<file path="src/rtl/inv_sqrt_iter.sv">
// Iterative 1/sqrt(x) for IEEE-754 single: magic-constant seed refined by ITER
// Newton-Raphson steps on one shared 24x24 mantissa multiplier, valid/ready on both sides.
module inv_sqrt_iter #(
  parameter int unsigned ITER  = 2,
  parameter logic [31:0] MAGIC = 32'h5f3759df
) (
  input  logic        clk,
  input  logic        rst,
  input  logic [31:0] DataIn,
  input  logic        DataInValid,
  output logic        DataInReady,
  output logic [31:0] DataOut,
  output logic        DataOutValid,
  input  logic        DataOutReady,
  output logic [1:0]  Flags
);

  typedef enum logic [2:0] {IDLE, SEED, MUL_P, MUL_Q, SUB, MUL_Y, DONE} state_t;

  localparam logic [25:0] ONE_HALF = 26'h1800000;  // 1.5 in Q2.24

  state_t            state;
  logic [2:0]        cnt;
  logic [31:0]       x;
  logic signed [9:0] ye, pe, qe, re;
  logic [22:0]       yf, pf, qf, rf;
  logic              spec;
  logic [31:0]       spec_res;
  logic [1:0]        spec_flg;

  logic [7:0]        xexp;
  logic [22:0]       xman;
  logic              sp_c;
  logic [31:0]       sp_res_c;
  logic [1:0]        sp_flg_c;
  logic [30:0]       y0;
  logic signed [9:0] he;

  assign xexp = x[30:23];
  assign xman = x[22:0];
  assign y0   = 31'(MAGIC - (x >> 1));
  assign he   = $signed({2'b00, xexp}) - 10'sd1;

  always_comb begin
    sp_c     = 1'b1;
    sp_res_c = 32'h7fc00000;
    sp_flg_c = 2'b10;
    if (xexp == 8'h00) begin
      sp_res_c = {x[31], 31'h7f800000};
      sp_flg_c = 2'b01;
    end else if (xexp == 8'hff && xman != 23'd0) begin
      sp_flg_c = xman[22] ? 2'b00 : 2'b10;
    end else if (x[31]) begin
      sp_flg_c = 2'b10;
    end else if (xexp == 8'hff) begin
      sp_res_c = '0;
      sp_flg_c = 2'b00;
    end else begin
      sp_c = 1'b0;
    end
  end

  logic [23:0]       ma, mb;
  logic signed [9:0] mea, meb, me;
  logic [24:0]       mhi;
  logic [22:0]       mf;

  // Operand selection for the single shared multiplier
  always_comb begin
    ma  = {1'b1, yf};
    mb  = {1'b1, yf};
    mea = ye;
    meb = ye;
    case (state)
      MUL_Q: begin
        ma  = {1'b1, xman};
        mb  = {1'b1, pf};
        mea = he;
        meb = pe;
      end
      MUL_Y: begin
        mb  = {1'b1, rf};
        meb = re;
      end
      default: ;
    endcase
    mhi = 25'((48'(ma) * 48'(mb)) >> 23);
    mf  = mhi[24] ? mhi[23:1] : mhi[22:0];
    me  = mea + meb - 10'sd127 + (mhi[24] ? 10'sd1 : 10'sd0);
  end

  logic signed [9:0] qsh, se;
  logic [25:0]       qq, rr;
  logic [4:0]        lead;
  logic              clamp;
  logic [22:0]       sf;

  // r = 1.5 - q in Q2.24; q >= 1.5 clamps r to one LSB (2^-24)
  always_comb begin
    qq    = '0;
    rr    = 26'd1;
    lead  = '0;
    clamp = 1'b0;
    qsh   = 10'sd126 - qe;
    if (qe > 10'sd127)       clamp = 1'b1;
    else if (qe == 10'sd127) qq = {1'b0, 1'b1, qf, 1'b0};
    else if (qsh >= 10'sd24) qq = '0;
    else                     qq = {2'b00, {1'b1, qf} >> qsh[4:0]};
    if (!clamp && qq < ONE_HALF) rr = ONE_HALF - qq;
    for (int unsigned i = 0; i < 26; i++) begin
      if (rr[i]) lead = 5'(i);
    end
    if (lead == 5'd24) sf = rr[23:1];
    else               sf = 23'(rr << (5'd23 - lead));
    se = 10'sd103 + $signed({5'd0, lead});
  end

  logic [31:0] y_word;

  // Exponent guards are unreachable for normal inputs but keep the packing total
  always_comb begin
    if (ye > 10'sd254)     y_word = 32'h7f800000;
    else if (ye < 10'sd1)  y_word = '0;
    else                   y_word = {1'b0, ye[7:0], yf};
  end

  always_ff @(posedge clk) begin
    if (rst) begin
      state        <= IDLE;
      cnt          <= '0;
      x            <= '0;
      ye           <= '0;
      yf           <= '0;
      pe           <= '0;
      pf           <= '0;
      qe           <= '0;
      qf           <= '0;
      re           <= '0;
      rf           <= '0;
      spec         <= 1'b0;
      spec_res     <= '0;
      spec_flg     <= '0;
      DataInReady  <= 1'b0;
      DataOut      <= '0;
      DataOutValid <= 1'b0;
      Flags        <= '0;
    end else begin
      case (state)
        IDLE: begin
          if (DataInReady && DataInValid) begin
            x           <= DataIn;
            DataInReady <= 1'b0;
            state       <= SEED;
          end else begin
            DataInReady <= 1'b1;
          end
        end
        SEED: begin
          spec     <= sp_c;
          spec_res <= sp_res_c;
          spec_flg <= sp_flg_c;
          ye       <= $signed({2'b00, y0[30:23]});
          yf       <= y0[22:0];
          cnt      <= '0;
          state    <= (sp_c || ITER == 0) ? DONE : MUL_P;
        end
        MUL_P: begin
          pe    <= me;
          pf    <= mf;
          state <= MUL_Q;
        end
        MUL_Q: begin
          qe    <= me;
          qf    <= mf;
          state <= SUB;
        end
        SUB: begin
          re    <= se;
          rf    <= sf;
          state <= MUL_Y;
        end
        MUL_Y: begin
          ye <= me;
          yf <= mf;
          if (cnt == 3'(ITER - 1)) begin
            cnt   <= '0;
            state <= DONE;
          end else begin
            cnt   <= cnt + 3'd1;
            state <= MUL_P;
          end
        end
        DONE: begin
          if (!DataOutValid) begin
            DataOutValid <= 1'b1;
            DataOut      <= spec ? spec_res : y_word;
            Flags        <= spec ? spec_flg : 2'b00;
          end else if (DataOutReady) begin
            DataOutValid <= 1'b0;
            DataInReady  <= 1'b1;
            state        <= IDLE;
          end
        end
        default: state <= IDLE;
      endcase
    end
  end

endmodule

</file>
<file path="config.mk">
export PLATFORM = sky130hd
export DESIGN_NAME = inv_sqrt_iter
export DESIGN_NICKNAME = d
export VERILOG_FILES = /design/src/rtl/inv_sqrt_iter.sv
export SDC_FILE = /design/constraint.sdc
export NUM_CORES = 2
export LEC_CHECK = 0
export ABC_AREA = 1
export BUFFER_PORTS_ARGS = -buffer_cell sky130_fd_sc_hd__buf_2
export CAP_MARGIN = 0
export CELL_PAD_IN_SITES_DETAIL_PLACEMENT = 0
export CELL_PAD_IN_SITES_GLOBAL_PLACEMENT = 1
export CORE_MARGIN = 8
export CORE_UTILIZATION = 44
export CTS_CLUSTER_SIZE = 25
export DETAILED_ROUTE_END_ITERATION = 12
export HOLD_SLACK_MARGIN = 0.15
export PLACE_DENSITY_LB_ADDON = 0.1
export SLEW_MARGIN = 0
export SYNTH_ARGS = -nofsm -noshare
export SYNTH_HDL_FRONTEND = slang
export SYNTH_SLANG_ARGS = --single-unit
</file>
<file path="constraint.sdc">
create_clock -name clk -period 10.5 [get_ports clk]
set_input_delay 2.625 -clock clk [delete_from_list [all_inputs] [get_ports clk]]
set_output_delay 2.625 -clock clk [all_outputs]
set_load 0.05 [all_outputs]
</file>
==> metrics.txt <==
Num CTS Buffers=22; Post-Syn Area=~0.031 mm2; nets=between 5000 and 6000; Hold Path Class=reg -> reg; Worst Setup SP=state[1]; antenna-violating nets left=0; Period minus WS final=9.825 ns; CTS tree=built; worst r2r src=state[1]; worst hold start=DataOut[9]; Hold Vio Cnt, Final=0; Main synth FF type=dfxtp_1; most used cell, CP=nand2_1; clk_skew=0.03844 ns; DP Wirelength=89780 um; Crit path required time=10.98 ns; asr flop ratio synth=0%; I/O Buffers=between 70 and 80; Power Density=212.4 mW/mm2; io pins=72; largest net degree at the start of global routing=76; top post-synthesis cells by count=nand2_1 (927), inv_1 (766), fa_1 (482); critical path's largest stage delay=between 0.4 and 0.5 ns; Unique masters post-synth=63; synthesized instance count=roughly 4300; placed insts=5257; Inserted Diodes=0; Max VDD drop=0.1428 mV; initial antenna violation count=2; Tot GR Track Use=27.04%; Max FO, Critical Path=15; H-tree Lvls=1; Max Freq=101.8 MHz; first-pass GRT wire length=between 150000 and 200000 um; DR WL/cell=20.90 um; Worst Path Arrival=10.31 ns; CP Capture Type=flop; count leader, synth=nand2_1; First-pass DRT Iterations=6; # DRC=0; clk_lat worst skew=~0.56 ns; leakage=16.06 nW; Yosys reg bits=210; vias per cell=5.388; Post-synth EDFFs=0; routed via count=28593; die area=0.08015 mm2; Mapped Nets=approximately 5000; Avg Inst Size Synth=about 7.3 um2; GR Overflow Total=0; Initial Utilization=around 44%; clk buf depth=3; Die Y=between 200 and 300 um; clock root buffer=clkbuf_16; Max-Slew Margin vs Limit=27.30%; status=completed; Slew @ Worst Pin=1.079 ns; Final Max Slew Viols=0; layout cells sized above 1=8.790%; # hold bufs at CTS=0; clk slew on worst S/H paths=~0.06 ns; Yosys warnings=0; Tcrit/Tclk final=93.58%; maxcap violations=0; Final setup viols=0; utilization after layout=47.85%; CTS Sinks=210; kind of critical path=reg -> reg; top cell type's share of synthesized area=a little under a third; vias in the first global route=27601; Critical-path top delay cell=fa_1; Core Footprint=0.07112 mm2; Die X=between 200 and 300 um; DR iter-0 viols=between 2000 and 3000; Final Wtd Congestion=0.9319; Synth area leader=fa_1; Seq/Total Area, Yosys=a little over an eighth; fin cells=5307; Site Rows=between 90 and 100; RSZ-0062 raised after global routing=yes; Layout area overhead=8.402%; synth top area cells=fa_1 (31%), dfxtp_1 (13%), nand2_1 (11%), inv_1 (9.2%), ha_1 (7.9%); CP Launch Type=flop; final WL=110900 um
-- state kept, by name, indices dropped and copies added (netlist names) --
| signal | flops |
|---|---|
| cnt | 3 |
| ye | 10 |
| re | 8 |
| rf | 23 |
| Flags | 2 |
| yf | 23 |
| qe | 10 |
| spec_flg | 2 |
| DataInReady | 1 |
| state | 3 |
| x | 32 |
| pf | 23 |
| qf | 23 |
| spec | 1 |
| spec_res | 3 |
| DataOut | 32 |
| pe | 10 |
| DataOutValid | 1 |
-- cell type report --
cell class	count	area, um2
well taps	950	1189
flip-flops and latches	210	4204
clock buffers	33	671.9
repair buffers	210	1439
multi-input cells	3078	23350
fillers	7368	37090
clock inverters	5	56.30
inverters	821	3117
-- critical path: cells and delay by family, from the launching register on --
| family | cells | cell delay [ns] |
|---|---|---|
| buffers and inverters | 13 | 1.61 |
| AOI/OAI and AO/OA | 13 | 1.96 |
| and+or+nand+nor | 14 | 1.28 |
| adders and majority gates | 11 | 4.31 |
| DFF | 1 | 0.38 |
| xor gates and xnor gates | 1 | 0.17 |
-- power breakdown --
part	leakage, nW	switching, mW	internal, mW
Sequential	1.71	0.187	0.993
Combinational	14.0	3.62	1.63
Clock	0.356	0.357	0.445
-- repair_timing --
action / CTS / global route
endpoints found under the setup margin: 0 / 21
gates resized for setup: 0 / 29
setup buffers: 0 / 12
-- cells in the final DEF, fill, tap and decap left out, drive strengths merged, types with 2 or more instances in the layout --
| cell type | netlist | final |
|---|---|---|
| o22ai | 6 | 6 |
| o221ai | 11 | 11 |
| o21bai | 5 | 5 |
| xnor2 | 16 | 16 |
| clkinv | 20 | 17 |
| a211oi | 4 | 4 |
| o21a | 5 | 5 |
| inv | 801 | 802 |
| o21ai | 288 | 288 |
| nor4 | 5 | 5 |
| or2 | 11 | 11 |
| dfxtp | 210 | 210 |
| a22oi | 7 | 7 |
| xor2 | 31 | 31 |
| clkbuf | 142 | 33 |
| a31oi | 28 | 28 |
| ha | 197 | 197 |
| clkinvlp | 0 | 7 |
| o31ai | 7 | 7 |
| buf | 50 | 210 |
| o211a | 2 | 2 |
| o211ai | 18 | 18 |
| a221oi | 4 | 4 |
| nand4 | 29 | 29 |
| nand3 | 275 | 275 |
| a21o | 5 | 5 |
| nand2 | 941 | 941 |
| nor3 | 24 | 24 |
| nor2 | 377 | 377 |
| a21oi | 286 | 286 |
| o2111ai | 2 | 2 |
| fa | 482 | 482 |
| o41ai | 2 | 2 |
-- logic make-up after synthesis --
logic type                 count (synthesis)  synth area share, %
buffers and inverters                   1013                12.51
xor gates and xnor gates                  47                1.335
AOI/OAI and AO/OA                        685                12.03
DFF                                      210                13.39
muxes                                      1              0.03189
adders and majority gates                679                38.59
and+or+nand+nor                         1666                22.11
-- final timing paths --
kind           endpoint  slack (ns)  depth (start not counted)
min reg2reg  DataOut[9]        0.46                          2
min          DataOut[9]        0.46                          2
max reg2reg       ye[8]        0.67                         52
max               ye[8]        0.67                         52
-- stage by stage --
| stage | setup WS [ns] | setup TNS (ns) | hold WS, ns | instance area (um2) | power (mW) |
|---|---|---|---|---|---|
| 2_1_floorplan | 0.7248 | 0 | 0.4230 | 31390 | 4.370 |
| 3_3_place_gp | 0.3479 | 0 | 0.4405 | 33110 | 6.304 |
| 3_5_place_dp | 0.2366 | 0 | 0.4525 | 33110 | 6.303 |
| 4_1_cts | 0.1995 | 0 | 0.4624 | 33840 | 7.139 |
| 5_1_grt | -0.02857 | -0.03331 | 0.4812 | 34030 | 7.808 |
| 6_report | 0.6745 | 0 | 0.4597 | 34030 | 7.227 |
-- per-layer routing --
layer / track usage, % / up-vias / part of all wire [%]
li1: - / 13433 / -
met1: 40.47 / 13977 / 47
met2: 40.07 / 1050 / 43
met3: 4.763 / 133 / 7.8
met4: 6.730 / 0 / 2.8
met5: 0 / - / 0
Note: power is estimated with default switching activity, not from simulation.
